## src/rtl/store_range_sequencer.sv

```systemverilog
// store_range_sequencer: coalesces contiguous stores into byte ranges, ages idle ranges,
// commits long ranges over a valid/ready port and answers load-in-range queries.
module store_range_sequencer #(
  parameter int unsigned ADDR_W  = 32,
  parameter int unsigned CNT_W   = 16,
  parameter int unsigned MIN_LEN = 32,
  parameter int unsigned TIMEOUT = 10
) (
  input  logic              clk_i,
  input  logic              rst_i,
  input  logic              flush_i,
  input  logic              st_valid_i,
  output logic              st_ready_o,
  input  logic [ADDR_W-1:0] st_addr_i,
  input  logic [2:0]        st_size_i,
  input  logic              ev_valid_i,
  input  logic              ld_valid_i,
  input  logic [ADDR_W-1:0] ld_addr_i,
  output logic              ld_hit_o,
  output logic              wr_valid_o,
  input  logic              wr_ready_i,
  output logic [ADDR_W-1:0] wr_first_o,
  output logic [ADDR_W-1:0] wr_last_o,
  output logic              active_o,
  output logic [CNT_W-1:0]  commit_cnt_o,
  output logic [CNT_W-1:0]  drop_cnt_o
);
  typedef enum logic {IDLE, TRACK} state_e;
  state_e            state_q, state_d;
  logic [ADDR_W-1:0] start_q, start_d, last_q, last_d, first_q, first_d, wlast_q, wlast_d;
  logic [CNT_W-1:0]  len_q, len_d, commit_q, commit_d, drop_q, drop_d;
  logic [3:0]        date_q, date_d;
  logic              wr_valid_q, wr_valid_d, ld_hit_q, ld_hit_d;
  logic              st_acc, legal, contig, hs, open_r, close_r, track;
  logic [ADDR_W:0]   end_sum;
  logic [CNT_W:0]    len_sum;
  logic [CNT_W-1:0]  len_inc;
  assign track      = state_q == TRACK;
  assign st_ready_o = ~wr_valid_q | wr_ready_i;
  assign st_acc     = st_valid_i & st_ready_o;
  assign hs         = wr_valid_q & wr_ready_i;
  // End address computed one bit wider so a store running past the top of memory is caught.
  assign end_sum    = {1'b0, st_addr_i} + (ADDR_W+1)'(st_size_i) - (ADDR_W+1)'(1);
  assign legal      = (st_size_i == 3'd1 || st_size_i == 3'd2 || st_size_i == 3'd4) & ~end_sum[ADDR_W];
  assign contig     = {1'b0, st_addr_i} == {1'b0, last_q} + (ADDR_W+1)'(1);
  assign len_sum    = {1'b0, len_q} + (CNT_W+1)'(st_size_i);
  assign len_inc    = len_sum[CNT_W] ? '1 : len_sum[CNT_W-1:0];
  always_comb begin
    state_d    = state_q;
    start_d    = start_q;
    last_d     = last_q;
    len_d      = len_q;
    date_d     = date_q;
    wr_valid_d = wr_valid_q & ~wr_ready_i;
    first_d    = first_q;
    wlast_d    = wlast_q;
    commit_d   = hs && !(&commit_q) ? commit_q + CNT_W'(1) : commit_q;
    drop_d     = drop_q;
    open_r     = 1'b0;
    close_r    = 1'b0;
    if (st_acc && legal) begin
      if (track && contig) begin
        last_d = end_sum[ADDR_W-1:0];
        len_d  = len_inc;
        date_d = 4'(TIMEOUT);
      end else begin
        close_r = track;
        open_r  = 1'b1;
      end
    end else if (!st_acc && ev_valid_i && track) begin
      if (date_q != 4'd0) date_d = date_q - 4'd1;
      else if (st_ready_o) begin
        close_r = 1'b1;
        state_d = IDLE;
      end
    end
    if (open_r) begin
      state_d = TRACK;
      start_d = st_addr_i;
      last_d  = end_sum[ADDR_W-1:0];
      len_d   = CNT_W'(st_size_i);
      date_d  = 4'(TIMEOUT);
    end
    if (close_r && len_q > CNT_W'(MIN_LEN)) begin
      wr_valid_d = 1'b1;
      first_d    = start_q;
      wlast_d    = last_q;
    end else if (close_r && !(&drop_q)) drop_d = drop_q + CNT_W'(1);
    if (flush_i) begin
      state_d    = IDLE;
      wr_valid_d = 1'b0;
      len_d      = '0;
      date_d     = 4'd0;
      commit_d   = commit_q;
      drop_d     = drop_q;
    end
    ld_hit_d = ld_valid_i & ~flush_i &
               ((track & start_q <= ld_addr_i & ld_addr_i <= last_q) |
                (wr_valid_q & first_q <= ld_addr_i & ld_addr_i <= wlast_q));
  end
  always_ff @(posedge clk_i) begin
    if (rst_i) begin
      state_q    <= IDLE;
      start_q    <= '0;
      last_q     <= '0;
      len_q      <= '0;
      date_q     <= 4'd0;
      wr_valid_q <= 1'b0;
      first_q    <= '0;
      wlast_q    <= '0;
      ld_hit_q   <= 1'b0;
      commit_q   <= '0;
      drop_q     <= '0;
    end else begin
      state_q    <= state_d;
      start_q    <= start_d;
      last_q     <= last_d;
      len_q      <= len_d;
      date_q     <= date_d;
      wr_valid_q <= wr_valid_d;
      first_q    <= first_d;
      wlast_q    <= wlast_d;
      ld_hit_q   <= ld_hit_d;
      commit_q   <= commit_d;
      drop_q     <= drop_d;
    end
  end
  assign ld_hit_o     = ld_hit_q;
  assign wr_valid_o   = wr_valid_q;
  assign wr_first_o   = first_q;
  assign wr_last_o    = wlast_q;
  assign active_o     = track;
  assign commit_cnt_o = commit_q;
  assign drop_cnt_o   = drop_q;
endmodule

```

## config.mk

```make
export PLATFORM = sky130hd
export DESIGN_NAME = store_range_sequencer
export DESIGN_NICKNAME = d
export VERILOG_FILES = /design/src/rtl/store_range_sequencer.sv
export SDC_FILE = /design/constraint.sdc
export NUM_CORES = 1
export LEC_CHECK = 0
export CORE_MARGIN = 3
export CORE_UTILIZATION = 45
export CTS_BUF_LIST = sky130_fd_sc_hd__clkbuf_4 sky130_fd_sc_hd__clkbuf_8
export DETAILED_ROUTE_END_ITERATION = 6
export HOLD_SLACK_MARGIN = 0.02
export PLACE_DENSITY = 0.7
export SKIP_CTS_REPAIR_TIMING = 1
export SLEW_MARGIN = 10
export SYNTH_ARGS = -nofsm -noshare
export SYNTH_HDL_FRONTEND = slang
export SYNTH_SLANG_ARGS = --single-unit
```

## constraint.sdc

```tcl
create_clock -name clk_i -period 3.8 [get_ports clk_i]
set_input_delay 0.57 -clock clk_i [delete_from_list [all_inputs] [get_ports clk_i]]
set_output_delay 0.57 -clock clk_i [all_outputs]
set_load 0.005 [all_outputs]
```

==> results of run 1 <==
-- synth_stat cells (9+ instances only) --
library cell    n
dfxtp_1       183
xor2_1         37
o21a_1         18
and3_1         24
o21ai_1         9
nor2b_1        23
buf_2          21
a21o_1         45
nand4_1        47
nand2b_1       13
o211ai_1        9
and2_1         11
mux2i_1        34
nor2_1         97
clkbuf_1       48
xnor2_1        48
o21ai_0       113
ha_1          169
nand2_1       120
nor4_1         12
a211oi_1       12
inv_1         154
nor3_1         27
nand3_1       108
a21oi_1       195
or3_1          19
o31ai_1         9
-- worst reg2reg max path: stages, from the launching register on --
cell	delay, ns
dfxtp_1	0.50
nand4_1	0.28
nor4_2	0.51
a32oi_1	0.18
o22ai_1	0.26
o2111ai_1	0.14
or4_1	0.56
o311a_1	0.41
a22oi_4	0.17
buf_12	0.19
buf_4	0.13
o21ai_0	0.08
a21oi_1	0.13
-- cell type report --
type,count,area [sq um],share of cell area
inverters,155,582,0.0336
well taps,384,480,0.0278
repair buffers,340,3140,0.182
multi-input cells,1316,9060,0.524
clock inverters,13,133,0.00767
clock buffers,18,241,0.0140
flip-flops and latches,183,3660,0.212
-- flip-flops by register name, indices dropped and copies added, names as in the netlist --
register and cells:
active_o 1, date_q 4, ld_hit_o 1, commit_cnt_o 16, len_q 16, start_q 32
last_q 32, drop_cnt_o 16, wr_last_o 32, wr_valid_o 1, wr_first_o 32
-- stage by stage --
stage | utilization | hold slack (ns) | setup TNS, ns
final | 0.591 | 0.492 | 0
after global routing | 0.591 | 0.503 | -0.670
after floorplan | - | 0.443 | 0
after CTS | 0.584 | 0.482 | -11.38
after global placement | 0.571 | 0.467 | -70.37
after detailed placement | 0.571 | 0.478 | -88.41
-- power by group through the flow --
stage | clock network (mW) | logic [mW] | registers [mW]
2_1_floorplan | 0 | 0.648 | 2.03
3_3_place_gp | 0 | 1.09 | 2.05
3_5_place_dp | 0 | 1.12 | 2.05
4_1_cts | 1.36 | 1.12 | 2.01
5_1_grt | 1.42 | 1.28 | 2.01
6_report | 1.34 | 1.17 | 2.01
-- logic make-up (layout without fill, tap and decap cells) --
| group | count (synthesis) | count (layout) | synth area share |
|---|---|---|---|
| AO/OA/AOI/OAI | 483 | 483 | 0.216 |
| XOR/XNOR | 85 | 85 | 0.0548 |
| adder cells (fa/ha/maj) | 171 | 171 | 0.159 |
| buffers and inverters | 240 | 526 | 0.0720 |
| flip-flops | 183 | 183 | 0.270 |
| multiplexers | 34 | 34 | 0.0251 |
| AND/OR/NAND/NOR | 543 | 543 | 0.204 |
-- metal layers --
metal | routed length (microns) | vias up | global-route usage
li1 | - | 6764 | -
met5 | 0 | - | 0
met3 | 3650 | 58 | 0.0317
met2 | 21900 | 609 | 0.448
met1 | 21100 | 6754 | 0.390
met4 | 793 | 0 | 0.0600
-- final timing paths --
path / from / endpoint / depth (start not counted)
setup / recovery: st_addr_i[11] / start_q[21] / 16
hold / removal: start_q[16] / wr_first_o[16] / 2
setup reg to reg: last_q[6] / drop_cnt_o[3] / 12
hold reg to reg: start_q[16] / wr_first_o[16] / 2
==> metrics.txt, run 1 <==
CP Class=in -> reg; Buffers & Inverters on Critical Path=5; commonest non-fill, non-tap cells in the layout=193 x a21oi_1, 183 x dfxtp_1, 166 x ha_1; non-filler cells, final=2409; post-DP HPWL=35.9 mm; Die X=180 microns; cell family contributing the most delay on the critical path=compound AO/OA/AOI/OAI gates; asr flop ratio synth=0; WP data required=4.15 ns; cts bufs inserted=17; Logic pwr share=0.260; status=finished, final reports clean; 1st-iter DRT viols=1354; max-cap check violation count=0; f_max=0.268 GHz; crit-path max FO=30; Final Cycle Share=0.983; most frequent CP cell=buf_4; first-pass GRT wire length=72.5 mm; Avg Synthesized Cell Area=7.81 sq um; Worst Setup Start Kind=input pin; syn_nets=1984; vias per cell=5.89; CTS Buffer Depth=2; Main synth FF type=dfxtp_1; P_sw=1.53 mW; Setup-failing EPs final=0; core footprint=29200 sq um; DIE AREA=32300 sq um; r2r setup slk=0.19 ns; Final Hold Fails=0; largest cells by area after synthesis=dfxtp_1 27%, ha_1 16%, a21oi_1 7.2%; Final Critical Period=3.74 ns; # fillers=2698; clk slew on worst S/H paths=0.12 ns; pin count of the biggest net entering global routing=120; share of layout cells above drive strength 1=0.121; Pre-antenna DRT Iters=5; Worst-Margin Slew=0.829 ns; drt drc=0; Peak VDD IR=0.228 mV; # rows=62; sequential element share of the synthesized area=0.270; CTS tree=done; share of total power in sequential cells=0.445; initial antenna violation count=0; CP peak stage delay=0.55 ns; number of diodes=0; nets=2258; Synth area leader=dfxtp_1; critical-path cell list=clkdlybuf4s50_1, buf_4, inv_1, ha_1, a21oi_1, o21a_1, a2bb2oi_1, a21oi_4, o31ai_2, a211oi_2, or2_4, buf_4, nand2_2, buf_12, mux2i_1, nor2_1; post-route cell area=17300 sq um; Tot Pwr=4.52 mW; starting density of the core=0.464; Sw Ratio=0.338; ANT nets after route=0; Worst Skew=0.0203 ns; Cell Area, Synth=13600 sq um; Pins Over Slew Limit=0; per-cell routed wire length=19.7 microns; Die H=180 microns; commonest non-fill, non-tap cell in the layout=a21oi_1; I/O pin cnt=174; Setup WS post-layout=0.0631 ns; Placer Congestion=0.946; pwr dens=261 nW/um^2; total global-route track usage=0.274; Setup WS pre-CTS=-0.710 ns; power share of the clock group=0.296; top-area cell type share of the netlist area=0.270; Rel. slew slack=0.447; total congestion overflow=0; min-delay worst type=reg -> reg; Lkg Pwr=7.37 nW; CTS Sinks=183; Post-Synthesis Cells=1739; Post-synth EDFFs=0; final wirelength=47.4 mm; vias=14185; CP Capture Type=flip-flop; Root Buffer=clkbuf_8; Layout Area Growth over Synthesis=27.3%; placed instance area=16700 sq um; Clock H-tree levels=4; RSZ-0062 raised after global routing=yes; slowest cell on the critical path=clkdlybuf4s50_1; Port-buffer cells=173; Int Power=2.99 mW; vias in the first global route=13240; Worst EP arrival=4.09 ns; Yosys reg bits=183; dpl cells=2370; yosys warns=0; Yosys cell types=77; worst skew pair latency=0.48 ns
Note: power is estimated with default switching activity, not from simulation.
==> run 2: changes to the inputs <==
Settings changed: CORE_ASPECT_RATIO set to 1.4, MAX_ROUTING_LAYER set to met4.
==> run 2 against run 1 <==
Maximum frequency increased by 2.8%. Sequential cell count unchanged. Global-route usage grew 0.33 points. Clock-buffer cell count stayed put. First-iteration DRC count fell by 42%. Clock power fell by 7%. Routed wire length fell by 3.8%. Utilization about the same. Largest cell class unchanged. Critical path type unchanged. Non-clock buffer count is 22 higher. Die area about the same. Cell area rose by 0.66%. Final cell count is 0.79% higher.
==> metrics.txt, run 2 (synthesis gave the netlist of run 1 again) <==
f_max=0.275 GHz; cts bufs inserted=17; P_sw=1.46 mW; number of diodes=0; Peak VDD IR=0.227 mV; starting density of the core=0.461; Pins Over Slew Limit=0; CP Class=in -> reg; post-DP HPWL=35.6 mm; Die X=153 microns; vias=14040; Port-buffer cells=173; vias in the first global route=13737; Worst Skew=0.0181 ns; RSZ-0062 raised after global routing=no; Worst-Margin Slew=0.872 ns; Setup WS pre-CTS=-0.777 ns; status=finished, final reports clean; placed instance area=16800 sq um; CTS tree=done; pin count of the biggest net entering global routing=163; CTS Sinks=183; Worst R2R Path Depth=12; Placer Congestion=0.956; # rows=74; Setup WS post-layout=0.164 ns; pwr dens=254 nW/um^2; 1st-iter DRT viols=787; total congestion overflow=0; final wirelength=45.6 mm; Layout Area Growth over Synthesis=28.2%; Rel. slew slack=0.418; Die H=212 microns; non-filler cells, final=2428; commonest non-fill, non-tap cell in the layout=a21oi_1; clk slew on worst S/H paths=0.10 ns; commonest non-fill, non-tap cells in the layout=193 x a21oi_1, 182 x dfxtp_1, 180 x buf_4; share of layout cells above drive strength 1=0.131; Final Hold Fails=0; Setup-failing EPs final=0; Logic pwr share=0.266; Lkg Pwr=7.47 nW; Worst Setup Start Kind=input pin; first-pass GRT wire length=70.4 mm; min-delay worst type=reg -> reg; CP Capture Type=flip-flop; final design utilization=0.591; WP data required=4.19 ns; Tot Pwr=4.43 mW; core footprint=29400 sq um; Final Critical Period=3.64 ns; share of total power in sequential cells=0.452; Hold Path Stages=2; Pre-antenna DRT Iters=5; initial antenna violation count=0; CTS Buffer Depth=2; total global-route track usage=0.278; Final Cycle Share=0.957; Clock H-tree levels=4; Worst EP arrival=4.03 ns; vias per cell=5.78; dpl cells=2387; DIE AREA=32300 sq um; drt drc=0; I/O pin cnt=174; ANT nets after route=0; max-cap check violation count=0; crit-path max FO=3; nets=2280; worst skew pair latency=0.51 ns; post-route cell area=17400 sq um; per-cell routed wire length=18.8 microns; Root Buffer=clkbuf_8; power share of the clock group=0.282; Sw Ratio=0.329; Int Power=2.97 mW
[run 2: changes by cell type in the layout (fill, tap and decap cells not counted), moves of 2 or more]
cell / delta
buf_4: +22
clkdlybuf4s50_1: -3
clkinv_2: +4
clkinvlp_4: +2
dlymetal6s2s_1: +3
inv_6: +3
inv_8: -6
[run 2: per-stage QoR]
stage,hold slack (ns),TNS [ns]
finish,0.473,0
global route,0.501,0
global placement,0.458,-76.39
detailed placement,0.464,-84.07
floorplan,0.443,0
CTS,0.479,-3.46
[run 2: worst paths after layout]
check / startpoint / end / slack [ns]
worst max-delay path: st_size_i[0] / last_q[31] / 0.16
worst min register to register: len_q[0] / len_q[0] / 0.47
worst min-delay path: len_q[0] / len_q[0] / 0.47
worst max register to register: last_q[1] / drop_cnt_o[12] / 0.20
[run 2: final cells by class]
cell class / count / area [sq um]
clock inverter: 14 / 101
clock buffer: 18 / 241
inverter: 155 / 582
timing repair buffer: 362 / 3310
tap: 380 / 475
multi-input combinational: 1316 / 9040
fill: 2765 / 12000
sequential: 183 / 3660
[run 2: metal layers]
layer / GRT usage / part of all wire / vias to the layer above
li1: - / - / 6806
met1: 0.318 / 0.40 / 6675
met2: 0.483 / 0.50 / 452
met3: 0.0333 / 0.050 / 107
met4: 0.132 / 0.045 / 0
met5: - / 0 / -
[run 2: power by group through the flow]
| stage | Sequential, mW | Combinational (mW) | Clock [mW] |
|---|---|---|---|
| after global placement | 2.04 | 1.12 | 0 |
| after global routing | 2.01 | 1.29 | 1.33 |
| after detailed placement | 2.04 | 1.14 | 0 |
| after floorplan | 2.03 | 0.648 | 0 |
| after CTS | 2.00 | 1.15 | 1.27 |
| final | 2.00 | 1.18 | 1.25 |
[run 2: critical path: stages]
cell	delay, ns
clkdlybuf4s50_1	0.42
inv_1	0.13
ha_1	0.16
inv_1	0.04
ha_2	0.19
fa_2	0.38
a21oi_2	0.19
o21ai_2	0.09
nand4_1	0.16
nand3_2	0.13
a221o_1	0.40
a41o_1	0.25
a221o_1	0.37
o31ai_2	0.26
xor2_1	0.19
o22ai_1	0.09
